`config.mk`:
```
export PLATFORM = sky130hd
export DESIGN_NAME = sd_host_reg_bank
export DESIGN_NICKNAME = d
export VERILOG_FILES = /design/src/rtl/sd_host_reg_bank_pkg.sv /design/src/rtl/sd_w1c_reg.sv /design/src/rtl/sd_host_reg_bank.sv
export SDC_FILE = /design/constraint.sdc
export NUM_CORES = 1
export LEC_CHECK = 0
export BUFFER_PORTS_ARGS = -buffer_cell sky130_fd_sc_hd__buf_2
export CAP_MARGIN = 20
export CELL_PAD_IN_SITES_DETAIL_PLACEMENT = 1
export CELL_PAD_IN_SITES_GLOBAL_PLACEMENT = 1
export CORE_AREA = 2 2 151 153
export CTS_CLUSTER_DIAMETER = 40
export DETAILED_ROUTE_END_ITERATION = 8
export DIE_AREA = 0 0 153 155
export HOLD_SLACK_MARGIN = 0.02
export PLACE_DENSITY = 0.78
export REMOVE_ABC_BUFFERS = 1
export SLEW_MARGIN = 25
export SYNTH_ARGS = -nofsm -noshare
export SYNTH_HDL_FRONTEND = slang
export SYNTH_SLANG_ARGS = --single-unit
```
`constraint.sdc`:
```
create_clock -name clk -period 2.85 [get_ports clk]
set_clock_uncertainty 0.1 [all_clocks]
set_input_delay 0.285 -clock clk [delete_from_list [all_inputs] [get_ports clk]]
set_output_delay 0.285 -clock clk [all_outputs]
set_load 0.02 [all_outputs]
```
`src/rtl/sd_host_reg_bank_pkg.sv`:
```
// rtl/sd_host_reg_bank_pkg.sv - write-strobe map, status bit positions and command FSM encoding
package sd_host_reg_bank_pkg;

  localparam int WE_W   = 13;
  localparam int WE_004 = 0;
  localparam int WE_006 = 1;
  localparam int WE_008 = 2;
  localparam int WE_00A = 3;
  localparam int WE_00C = 4;
  localparam int WE_00E = 5;
  localparam int WE_010 = 6;
  localparam int WE_012 = 7;
  localparam int WE_024 = 8;
  localparam int WE_02A = 9;
  localparam int WE_030 = 10;
  localparam int WE_032 = 11;
  localparam int WE_054 = 12;

  localparam int INT_W          = 15;
  localparam int INT_CMD_DONE   = 0;
  localparam int INT_DAT_DONE   = 1;
  localparam int PS_CMD_INHIBIT = 0;
  localparam int PS_DAT_INHIBIT = 1;
  localparam int CMD_DATA_PRESENT = 5;

  typedef enum logic [1:0] {
    CMD_IDLE  = 2'd0,
    CMD_ISSUE = 2'd1,
    CMD_WAIT  = 2'd2
  } cmd_state_e;

  function automatic logic [31:0] zext16(input logic [15:0] v);
    return {16'h0000, v};
  endfunction

endpackage

```
`src/rtl/sd_w1c_reg.sv`:
```
// rtl/sd_w1c_reg.sv - status register with hardware set and CPU write-one-to-clear, set wins
module sd_w1c_reg #(
  parameter int WIDTH = 1
) (
  input  logic             clk,
  input  logic             reset_n,
  input  logic [WIDTH-1:0] set_i,
  input  logic [WIDTH-1:0] clr_i,
  output logic [WIDTH-1:0] q_o
);

  logic [WIDTH-1:0] q_q;
  logic [WIDTH-1:0] q_d;

  assign q_d = (q_q & ~clr_i) | set_i;
  assign q_o = q_q;

  always_ff @(posedge clk or negedge reset_n) begin
    if (!reset_n) q_q <= '0;
    else          q_q <= q_d;
  end

endmodule

```
`src/rtl/sd_host_reg_bank.sv`:
```
// rtl/sd_host_reg_bank.sv - SD host register storage, command/data inhibit handshake and W1C interrupts
module sd_host_reg_bank
  import sd_host_reg_bank_pkg::*;
#(
  parameter int ERR_W = 4
) (
  input  logic             clk,
  input  logic             reset_n,
  input  logic [WE_W-1:0]  wr_enb,
  input  logic [31:0]      wr_data,
  input  logic             cmd_done,
  input  logic [ERR_W-1:0] cmd_err,
  input  logic             dat_block_done,
  input  logic             dat_done,
  output logic             cmd_start,
  output logic [31:0]      arg_reg,
  output logic [15:0]      cmd_reg,
  output logic [15:0]      xfer_mode,
  output logic [15:0]      blk_size,
  output logic [31:0]      rd_004h,
  output logic [31:0]      rd_006h,
  output logic [31:0]      rd_008h,
  output logic [31:0]      rd_00Ch,
  output logic [31:0]      rd_00Eh,
  output logic [31:0]      rd_024h,
  output logic [31:0]      rd_030h,
  output logic [31:0]      rd_032h,
  output logic             irq
);

  logic [15:0]      blk_size_q, blk_count_q, blk_count_d, xfer_mode_q, cmd_q;
  logic [31:0]      arg_q;
  logic             dat_inhibit_q, cmd_start_q, irq_q;
  cmd_state_e       state_q;
  logic             cmd_inhibit;
  logic [INT_W-1:0] int_set, int_clr, int_q;
  logic [ERR_W-1:0] err_set, err_clr, err_q;
  logic             unused_we;

  assign cmd_inhibit = (state_q != CMD_IDLE);
  assign unused_we = ^{wr_enb[WE_00A], wr_enb[WE_010], wr_enb[WE_012],
                       wr_enb[WE_024], wr_enb[WE_02A], wr_enb[WE_054]};

  always_comb begin
    blk_count_d = blk_count_q;
    if (wr_enb[WE_006])
      blk_count_d = wr_data[15:0];
    else if (dat_block_done && xfer_mode_q[1] && blk_count_q != 16'd0)
      blk_count_d = blk_count_q - 16'd1;
  end

  always_ff @(posedge clk or negedge reset_n) begin
    if (!reset_n) begin
      blk_size_q  <= '0;
      blk_count_q <= '0;
      arg_q       <= '0;
      xfer_mode_q <= '0;
      irq_q       <= 1'b0;
    end else begin
      blk_count_q <= blk_count_d;
      if (wr_enb[WE_004]) blk_size_q <= wr_data[15:0];
      if (wr_enb[WE_008]) arg_q <= wr_data;
      if (wr_enb[WE_00C] && !dat_inhibit_q) xfer_mode_q <= wr_data[15:0];
      irq_q <= (|int_q) | (|err_q);
    end
  end

  // A command launches only from idle; cmd_done is honoured only once the start pulse is out.
  always_ff @(posedge clk or negedge reset_n) begin
    if (!reset_n) begin
      state_q       <= CMD_IDLE;
      cmd_start_q   <= 1'b0;
      dat_inhibit_q <= 1'b0;
      cmd_q         <= '0;
    end else begin
      cmd_start_q <= 1'b0;
      if (dat_done) dat_inhibit_q <= 1'b0;
      case (state_q)
        CMD_IDLE: begin
          if (wr_enb[WE_00E]) begin
            cmd_q       <= wr_data[15:0];
            cmd_start_q <= 1'b1;
            state_q     <= CMD_ISSUE;
            if (wr_data[CMD_DATA_PRESENT]) dat_inhibit_q <= 1'b1;
          end
        end
        CMD_ISSUE: state_q <= CMD_WAIT;
        CMD_WAIT: begin
          if (cmd_done) begin
            state_q <= CMD_IDLE;
            if (|cmd_err) dat_inhibit_q <= 1'b0;
          end
        end
        default: state_q <= CMD_IDLE;
      endcase
    end
  end

  always_comb begin
    int_set               = '0;
    int_set[INT_CMD_DONE] = cmd_done;
    int_set[INT_DAT_DONE] = dat_done;
  end
  assign int_clr = wr_enb[WE_030] ? wr_data[INT_W-1:0] : '0;
  assign err_set = cmd_done ? cmd_err : '0;
  assign err_clr = wr_enb[WE_032] ? wr_data[ERR_W-1:0] : '0;

  sd_w1c_reg #(.WIDTH(INT_W)) u_int_status (
    .clk(clk), .reset_n(reset_n), .set_i(int_set), .clr_i(int_clr), .q_o(int_q)
  );

  sd_w1c_reg #(.WIDTH(ERR_W)) u_err_status (
    .clk(clk), .reset_n(reset_n), .set_i(err_set), .clr_i(err_clr), .q_o(err_q)
  );

  assign cmd_start = cmd_start_q;
  assign arg_reg   = arg_q;
  assign cmd_reg   = cmd_q;
  assign xfer_mode = xfer_mode_q;
  assign blk_size  = blk_size_q;
  assign irq       = irq_q;
  assign rd_004h   = zext16(blk_size_q);
  assign rd_006h   = zext16(blk_count_q);
  assign rd_008h   = arg_q;
  assign rd_00Ch   = zext16(xfer_mode_q);
  assign rd_00Eh   = zext16(cmd_q);
  assign rd_030h   = {16'h0000, |err_q, int_q};
  assign rd_032h   = {{(32-ERR_W){1'b0}}, err_q};

  always_comb begin
    rd_024h                 = '0;
    rd_024h[PS_CMD_INHIBIT] = cmd_inhibit;
    rd_024h[PS_DAT_INHIBIT] = dat_inhibit_q;
  end

endmodule
```
-- Word-level counts from Yosys, hierarchy flattened
Index checks and enable logic that the tools add are counted.
- flip-flop bits (word level): 120
- input port bits: 54
- output and inout port bits: 338
- word-level logic and storage cells: 52
- $add $sub $neg: 1
- equality and inequality tests: 4
- muxes and demuxes: 16
- bitwise logic cells: 7
- reductions and logical operators: 13
- operator list (operator ; number):
    2-to-1 mux 16 bit ; 2
    nonzero test 16 bit ; 1
    subtractor 16 x 1 -> 16 bit (second input constant) ; 1
    bitwise AND 15 bit ; 1
    2-to-1 mux 15 bit ; 1
    inverter 15 bit ; 1
    bitwise OR 15 x 2 -> 15 bit ; 1
    OR reduction 15 bit ; 1
    2-to-1 mux 4 bit ; 2
    OR reduction 4 bit ; 2
    2-to-1 mux 1 bit ; 7
    one-hot mux 2 bit (3 select lines) ; 1
    bitwise AND 4 bit ; 1
    2-to-1 mux 2 bit ; 2
    inequality test 2 bit (second input constant) ; 2
    inverter 4 bit ; 1
    bitwise OR 4 bit ; 1
    AND reduction 2 bit ; 2
    nonzero test 2 bit ; 2
    logical AND 1 bit ; 3
    equality test 2 x 1 -> 1 bit (second input constant) ; 1
    equality test 2 bit (second input constant) ; 1
    logical NOT 2 bit ; 1
    one-hot mux 1 bit (2 select lines) ; 1
    other kinds (2) ; 2

-- Longest topological paths before layout
Gate-level depths: netlist (run 1).
- depth after elaboration: 4
- gate-level depth with buffers: 7
- mapped depth without buffers: 6

-- Modules after synthesis
A second synthesis (run 1) with hierarchy kept.
- cell total of the unflattened synthesis: 606
- area, all modules: 6701.4 µm²
- modules (own cells, without submodules) (module ; instances ; cells each ; area an instance (µm²)):
    sd_host_reg_bank ; 1 ; 549 ; 6012.0
    sd_w1c_reg at u_int_status ; 1 ; 45 ; 544.3
    sd_w1c_reg at u_err_status ; 1 ; 12 ; 145.1

-- Worst setup path before layout (run 1)
OpenSTA, ideal clock, no wires.
- path type: flip-flop to flip-flop
- from: register blk_count_q[0]
- to: register blk_count_q[12]
- data arrival time: 1.986 ns
- required time: 2.614 ns
- path slack: 0.629 ns
- stages on the path, launching flop included: 8
- buffers on the path: 1
- period minus slack after synthesis: 2.221 ns
- path through: dfrtp_1 inv_1 ha_1 or3b_2 clkbuf_1 or4_1 a32oi_1 o21ai_0
- longest elaborated chain between the ends: 3
- elaborated cells on any way between the ends: 6
- those cells by class: 1 x add/sub; 2 x mux; 3 x reduce/logical
- RTL lines (item ; RTL line ; RTL):
    start: declaration ; sd_host_reg_bank.sv:31 ; logic [15:0] blk_size_q, blk_count_q, blk_count_d, xfer_mode_q, cmd_q;
    start signal: assignment ; sd_host_reg_bank.sv:60 ; blk_count_q <= blk_count_d;
    subtractor 16 x 1 -> 16 bit or nonzero test 16 bit (tied branches) ; sd_host_reg_bank.sv:49, sd_host_reg_bank.sv:48 ;
    2-to-1 mux 16 bit or logical AND 1 bit (tied branches) ; sd_host_reg_bank.sv:48 ; else if (dat_block_done && xfer_mode_q[1] && blk_count_q != 16'd0)
    2-to-1 mux 16 bit or nonzero test 2 bit (tied branches) ; -- ;
Several ways; a longest one is shown, not always the timed one. The select of a mux whose other input is x is not followed.
A chain may end at the register's enable or synchronous reset.

-- Final worst setup path (run 1)
- from: register blk_count_q[10]
- to: register blk_count_q[13]
Same word-level chain as after synthesis.

==> results of run 1 <==
[power by group through the flow]
stage          clock network [uW]  registers (uW)  logic [uW]
3_5_place_dp                    0            2380        2340
4_1_cts                      2210            2360        2370
3_3_place_gp                    0            2370        2300
6_report                     2160            2350        2350
2_1_floorplan                   0            3110         643
5_1_grt                      2300            2410        2480
[through the flow]
stage          setup slack, ps  utilization, %
3_3_place_gp               598            31.5
4_1_cts                    441            35.1
6_report                   448            35.1
3_5_place_dp               470            31.5
2_1_floorplan              501               -
5_1_grt                    320            35.1
[cells by family (layout without fill, tap and decap cells)]
logic type               after synthesis  after routing  share of synthesized area [%]
buffers and inverters                244            308                           26.6
flip-flops                           120            120                           45.7
multiplexers                          81             81                           13.9
AND/OR/NAND/NOR                       81             81                           7.48
AO/OA/AOI/OAI                         55             55                           6.11
adder cells (fa/ha/maj)                1              1                          0.190
other                                  1            138                         0.0570
[placed cells by master, fill, tap and decap left out, drive strengths merged, types with 3 or more instances in the layout]
master	Yosys	layout
inv	6	6
nor4	10	10
or4	9	9
dfrtp	120	120
dlygate4sd3	0	20
nor3	6	6
a2bb2oi	3	3
or3	7	7
a22o	4	4
nand2	18	18
conb	1	138
a31oi	5	5
nor2	8	8
o21ai	9	9
nor3b	3	3
bufinv	0	3
a21boi	14	14
mux2	80	80
clkbuf	13	23
a21oi	4	4
buf	225	251
o31a	3	3
nand3	5	5
clkinv	0	4
[layer usage]
metal | global-route usage (%) | wire (microns)
met5 | 0 | 0
met4 | 4.37 | 216
met3 | 3.18 | 849
met2 | 26.7 | 9590
met1 | 17.3 | 7420
[timing repair]
item	CTS	global route
hold buffers	20	0
resized for setup	0	0
endpoints found under the hold margin	63	0
setup endpoints to repair	0	0
[layout make-up]
| class | count | area (sq um) |
|---|---|---|
| Inverter | 6 | 22.5 |
| Sequential cell | 120 | 3000 |
| Fill cell | 2577 | 14400 |
| Clock inverter | 8 | 121 |
| Timing Repair Buffer | 271 | 1480 |
| Tap cell | 285 | 357 |
| Clock buffer | 23 | 468 |
| Multi-Input combinational cell | 356 | 2340 |
[final timing paths]
check                                         start             endpoint  slack, ps
worst max-delay path                blk_count_q[10]      blk_count_q[13]        450
max in group asynchronous                   reset_n       blk_count_q[4]       1640
min in group asynchronous                   reset_n          arg_reg[24]        190
worst max register to register      blk_count_q[10]      blk_count_q[13]        450
worst min-delay path                     cmd_err[1]  u_err_status.q_o[1]         50
worst min register to register  u_int_status.q_o[1]  u_int_status.q_o[1]        400
==> results.cfg, run 1 <==
[clock_network]
cts_max_level = 4
clk_latency_ps = 400
clkTransAtPathRegs_ps = 60
cts_setup_buffers = 0
clockRootBuffer = clkbuf_16
numCtsBuffers = 17
cts_sinks = 120
cts_tree = yes
clock_path_buffers = 2

[floorplan]
core_area_sq_um = 22200
fp.dieH_microns = 155
initial_core_util_pct = 29.6
die_x_microns = 153
num_rows = 55
dieArea_sq_um = 23700
num_io_pins = 392

[critical_path]
cpMaxStageDelayCell = nor4_1
cp.arrival_ps = 2630
crit_family = simple AND/OR/NAND/NOR gates
worst-setup-path-type = reg2reg
startpoint_type = flop
reg2regPathDepth = 4
cp.required_ps = 3080
crit_cells = 4
cpPeakStageDelay_ps = 730
critPathMaxFanout = 7
crit_path_end_kind = flop
path_buf_inv = 0
cp_cell_sequence = or4_1 > nor4_1 > o2111ai_1 > nand3_1

[detailed_routing]
vias = 4553
routed_wl_mm = 18.1
postRouteAntennaNets = 0
avgRoutedWirePerCell_microns = 16.9
dr.pass1.iters = 4
viasPerCell = 4.26
detail_route.iter0.violations = 163
remaining_drc_errors = 0

[yosys]
ys.flop_type = dfrtp_1
synthArstFlopShare_pct = 100
postSynthAreaPerCell_sq_um = 11.3
synth_top_area_cell = dfrtp_1
syn_area_sq_um = 6570
synth.most_common_cell = buf_4
syn_inst = 583
seq_area_frac_synth_pct = 45.7
synth_commonest_cells = buf_4 (220), dfrtp_1 (120), mux2_2 (80)
synth_cell_types = 52
synth_edf_count = 0
synth_seq_cells = 120
ys.warnings.count = 0
synth_top_area_share_pct = 45.7
yosys-top-cells-area = dfrtp_1 (46%), buf_4 (25%), mux2_2 (14%)

[final_layout]
layout.nets = 827
largest_register_ffs = 32
drive_gt1_share_pct = 46.9
fin_area_sq_um = 7790
diodes = 0
areaGrowthSynthToFinish_pct = 18.5
final_cells = 1069

[job]
drv_cap = 0

[grt]
grt_pass1_wl_mm = 26.6
grt_overflow = 0
grt_max_degree = 66
grt_pass1_vias = 4481
grt_usage_pct = 14.6
antenna_found_initial = 1

[sta]
drv_slew = 0
finalWorstPathRequiredPeriod_ps = 2400
setup_viol = 0
tns_ps = 0
period_share_pct = 84.3
worst_hold_slack_ps = 48.2
hold_violations = 0
rsz0062_at_grt = false
relSlewSlack_pct = 39.5
fmax_mhz = 416
tightest_slew_ps = 907

[placed_design]
place.gp.congestion = 0.751
dp_cells = 1018
numPortBuffers = 247
dpl_cell_area_sq_um = 7000
dp_hpwl_mm = 13.2

[power]
p_int_uw = 4270
p_per_area_nw_per_um2 = 880
clockPowerShare_pct = 31.5
power.share.sequential_pct = 34.3
vdd_drop_max_uv = 400
power_leakage_uw = 0.00388
switching_power_uw = 2590
switching_share_pct = 37.8
comb_power_share_pct = 34.2
finalPower_uw = 6860

[min_path]
min_path_cells = 2
hold_class = in2reg

[outcome]
status = complete, no violations
Power figures use the tool's default switching activity.
==> run 2, diff against run 1 <==
==> constraint.sdc (replaced) <==
create_clock -name clk -period 2.5 [get_ports clk]
set_clock_uncertainty 0.1 [all_clocks]
set_input_delay 0.25 -clock clk [delete_from_list [all_inputs] [get_ports clk]]
set_output_delay 0.25 -clock clk [all_outputs]
set_load 0.02 [all_outputs]
==> results.cfg, run 2 (synthesized netlist as in run 1, its figures left out) <==
[placed_design]
place.gp.congestion = 0.778
pre_cts_slack_ps = 201
numPortBuffers = 247
dp_hpwl_mm = 13.4

[critical_path]
critPathMaxFanout = 9
cpMaxStageDelayCell = or4b_2
cp.arrival_ps = 2490
crit_path_end_kind = flop
cpPeakStageDelay_ps = 630
regToRegSetupSlack_ps = 200
startpoint_type = flop
cp_cell_sequence = inv_1 > ha_1 > or4b_2 > nor4_4 > nor4_1 > o31a_1
cp.required_ps = 2690
worst-setup-path-type = reg2reg

[floorplan]
die_x_microns = 153
initial_core_util_pct = 29.6
num_io_pins = 392
dieArea_sq_um = 23700
fp.dieH_microns = 155
num_rows = 55
core_area_sq_um = 22200

[final_layout]
final_cell_mix = buf_2 (246), conb_1 (138), dfrtp_1 (120), mux2_2 (80), dlygate4sd3_1 (24)
drive_gt1_share_pct = 47.0
layout.nets = 835
n_fill_cell = 2574
final_common_cell = buf_2
diodes = 0
largest_register_ffs = 32
areaGrowthSynthToFinish_pct = 19.6

[clock_network]
cts_tree = yes
numCtsBuffers = 17
clk_latency_ps = 400
cts_max_level = 4
cts_sinks = 120
clockRootBuffer = clkbuf_16
clock_path_buffers = 2
post_cts_resized = 0
clkTransAtPathRegs_ps = 50
cts_setup_buffers = 0

[power]
p_per_area_nw_per_um2 = 999
vdd_drop_max_uv = 410
power_leakage_uw = 0.00391

[sta]
setup_viol = 0
period_share_pct = 91.9
drv_slew = 0
finalWorstPathRequiredPeriod_ps = 2300
tightest_slew_ps = 590
relSlewSlack_pct = 60.3
tns_ps = 0
fmax_mhz = 435
rsz0062_at_grt = false
worst_slack_ps = 202
hold_violations = 0

[grt]
grt_pass1_vias = 4510
grt_usage_pct = 14.8
antenna_found_initial = 0
grt_pass1_wl_mm = 26.7
grt_max_degree = 66
grt_overflow = 0

[detailed_routing]
dr.pass1.iters = 5
postRouteAntennaNets = 0
detail_route.iter0.violations = 103
remaining_drc_errors = 0
viasPerCell = 4.24
avgRoutedWirePerCell_microns = 16.9
routed_wl_mm = 18.2
vias = 4558

[job]
drv_cap = 0

[outcome]
status = complete, no violations

[min_path]
hold_class = in2reg
-- run 2: cell count changes in the layout (fill, tap and decap cells not counted) --
cell	before	now
dlygate4sd3_1	20	24
clkbuf_1	4	3
clkinvlp_4	1	3
buf_4	4	8
clkinv_2	3	2
clkinv_4	1	0
-- run 2: timing repair --
item / in CTS / in global routing
hold endpoints to repair: 54 / 0
hold buffers: 24 / 0
endpoints found under the setup margin: 0 / 0
-- run 2: final cells by class --
| cell class | instances | area [sq um] | area share, % |
|---|---|---|---|
| clock inverters | 8 | 123 | 1.56 |
| inverters | 6 | 22.5 | 0.287 |
| multi-input cells | 356 | 2340 | 29.8 |
| well taps | 285 | 357 | 4.54 |
| repair buffers | 279 | 1550 | 19.7 |
| flip-flops and latches | 120 | 3000 | 38.2 |
| clock buffers | 22 | 464 | 5.91 |
-- run 2: final timing paths --
path,startpoint,cells past startpoint,end
max,blk_count_q[0],6,blk_count_q[3]
min,wr_data[12],2,u_int_status.q_o[12]
max in group asynchronous,reset_n,3,cmd_reg[15]
min in group asynchronous,reset_n,2,arg_reg[24]
max reg2reg,blk_count_q[0],6,blk_count_q[3]
min reg2reg,u_int_status.q_o[0],1,u_int_status.q_o[0]
-- run 2: power by group --
group          internal, uW  switching [uW]
combinational           927            1770
clock                  1610             864
sequential             2330             351
-- run 2: stage by stage --
step	power [uW]	util, %	cell area [sq um]	hold slack, ps	cells
floorplan	4270	-	5360	-146	482
global placement	5330	31.6	7030	126	1022
detailed placement	5400	31.6	7030	123	1022
CTS	7960	35.4	7860	24.0	1076
global route	8230	35.4	7860	40.7	1076
finish	7850	35.4	7860	35.6	1076
-- run 2: worst max-delay path, delay by kind of cell (launching register included) --
kind | cells | cell delay (ps)
AO/OA/AOI/OAI | 1 | 250
adder cells (fa/ha/maj) | 1 | 210
buffers and inverters | 1 | 80
flip-flops | 1 | 420
AND/OR/NAND/NOR | 3 | 1120
-- run 2: per-layer routing --
layer / wire length (microns) / vias to the layer above / GRT usage, %
met5: 0 / - / 0
met4: 242 / 0 / 4.63
met3: 959 / 15 / 3.12
met2: 9610 / 225 / 26.6
met1: 7400 / 2275 / 17.7
li1: - / 2043 / -
==> run 3, diff against run 2 <==
--- a/config.mk
+++ b/config.mk
@@ -13,8 +13,9 @@
 export CTS_CLUSTER_DIAMETER = 40
 export DETAILED_ROUTE_END_ITERATION = 8
 export DIE_AREA = 0 0 153 155
+export GPL_TIMING_DRIVEN = 0
 export HOLD_SLACK_MARGIN = 0.02
-export PLACE_DENSITY = 0.78
+export PLACE_DENSITY = 0.88
 export REMOVE_ABC_BUFFERS = 1
 export SLEW_MARGIN = 25
 export SYNTH_ARGS = -nofsm -noshare
==> results.cfg, run 3 (synthesized netlist as in run 1, its figures left out) <==
[final_layout]
areaGrowthSynthToFinish_pct = 19.1
largest_register_ffs = 32
fin_area_sq_um = 7830
postLayoutCoreUtil_pct = 35.2
final_cells = 1072
drive_gt1_share_pct = 47.3
diodes = 0
n_fill_cell = 2579
final_common_cell = buf_2
final_cell_mix = buf_2 (246), conb_1 (138), dfrtp_1 (120), mux2_2 (80), dlygate4sd3_1 (23)
layout.nets = 829

[grt]
antenna_found_initial = 0
grt_max_degree = 62
grt_pass1_wl_mm = 27.6
grt_pass1_vias = 4746
grt_usage_pct = 15.3
grt_overflow = 0

[sta]
hold_violations = 0
setup_viol = 0
drv_slew = 0
rsz0062_at_grt = false
fmax_mhz = 428
finalWorstPathRequiredPeriod_ps = 2340
tns_ps = 0
relSlewSlack_pct = 42.7
period_share_pct = 93.5
tightest_slew_ps = 860
worst_hold_slack_ps = 42.8

[clock_network]
clockRootBuffer = clkbuf_16
clk_latency_ps = 400
numCtsBuffers = 17
post_cts_resized = 0
cts_max_level = 4
cts_tree = yes
cts_sinks = 120
clkTransAtPathRegs_ps = 60
clock_path_buffers = 2

[min_path]
hold_class = in2reg
min_from = cmd_done

[critical_path]
cp.arrival_ps = 2520
cpMaxStageDelayCell = or4b_2
r2r_start = blk_count_q[0]
crit_path_end_kind = flop
cpPeakStageDelay_ps = 640
worst-setup-path-type = reg2reg
critPathMaxFanout = 9
cp.required_ps = 2680
cp_cell_sequence = inv_1 > ha_1 > or4b_2 > nor4_4 > nor4_1 > o31a_1
cp-startpoint = blk_count_q[0]
startpoint_type = flop

[floorplan]
num_rows = 55
num_io_pins = 392
initial_core_util_pct = 29.6
core_area_sq_um = 22200
dieArea_sq_um = 23700
fp.dieH_microns = 155
die_x_microns = 153

[power]
power_leakage_uw = 0.00389
p_per_area_nw_per_um2 = 1000
vdd_drop_max_uv = 541

[placed_design]
dpl_cell_area_sq_um = 7010
dp_hpwl_mm = 13.8
numPortBuffers = 247
place.gp.congestion = 0.765
dp_cells = 1017

[detailed_routing]
detail_route.iter0.violations = 176
viasPerCell = 4.32
remaining_drc_errors = 0
postRouteAntennaNets = 0
vias = 4635
avgRoutedWirePerCell_microns = 17.5
routed_wl_mm = 18.8
dr.pass1.iters = 4

[outcome]
status = complete, no violations

[job]
drv_cap = 0
==> run 3: area by class of cell <==
cell class                 count  area, sq um  area share, %
clock buffer                  18          429           5.48
inverter                       6         22.5          0.288
sequential                   120         3000           38.3
tap                          285          357           4.55
timing repair buffer         273         1520           19.4
multi-input combinational    356         2340           29.9
clock inverter                14          160           2.04
==> run 3: timing repair <==
action | CTS | global route
buffers inserted | 0 | 0
hold endpoints to repair | 80 | 1
hold buffers | 22 | 1
==> run 3: metal layers <==
layer / vias to the layer above / part of all wire (%) / global-route usage, % / routed length (microns)
met5: - / 0 / 0 / 0
met1: 2334 / 39 / 17.6 / 7320
met4: 0 / 2.1 / 5.29 / 392
li1: 2025 / - / - / -
met2: 251 / 53 / 27.5 / 9980
met3: 25 / 5.9 / 4.01 / 1110
==> run 3: worst paths after layout <==
kind / endpoint / slack [ps] / cells past startpoint
min: u_int_status.q_o[0] / 40 / 2
min reg2reg: u_int_status.q_o[1] / 410 / 1
min in group asynchronous: arg_reg[23] / 260 / 2
max: blk_count_q[3] / 160 / 6
max reg2reg: blk_count_q[3] / 160 / 6
max in group asynchronous: u_int_status.q_o[13] / 1360 / 3
==> run 3: where the power goes <==
group	switching (uW)	internal, uW	total, uW
sequential	355	2330	2690
clock	966	1500	2460
combinational	1790	927	2720
total	3110	4760	7870
==> run 3: critical path: cells and delay by family, from the launching register on <==
kind / cells / cell delay, ps
AOI/OAI and AO/OA: 1 / 250
adders and majority gates: 1 / 230
buffers and inverters: 1 / 80
DFF: 1 / 430
and+or+nand+nor: 3 / 1140
==> run 3: through the flow <==
step / worst slack [ps] / power (uW)
CTS: 158 / 7970
finish: 163 / 7870
global placement: -1150 / 5300
floorplan: 151 / 4270
detailed placement: 172 / 5420
global route: 5.60 / 8260
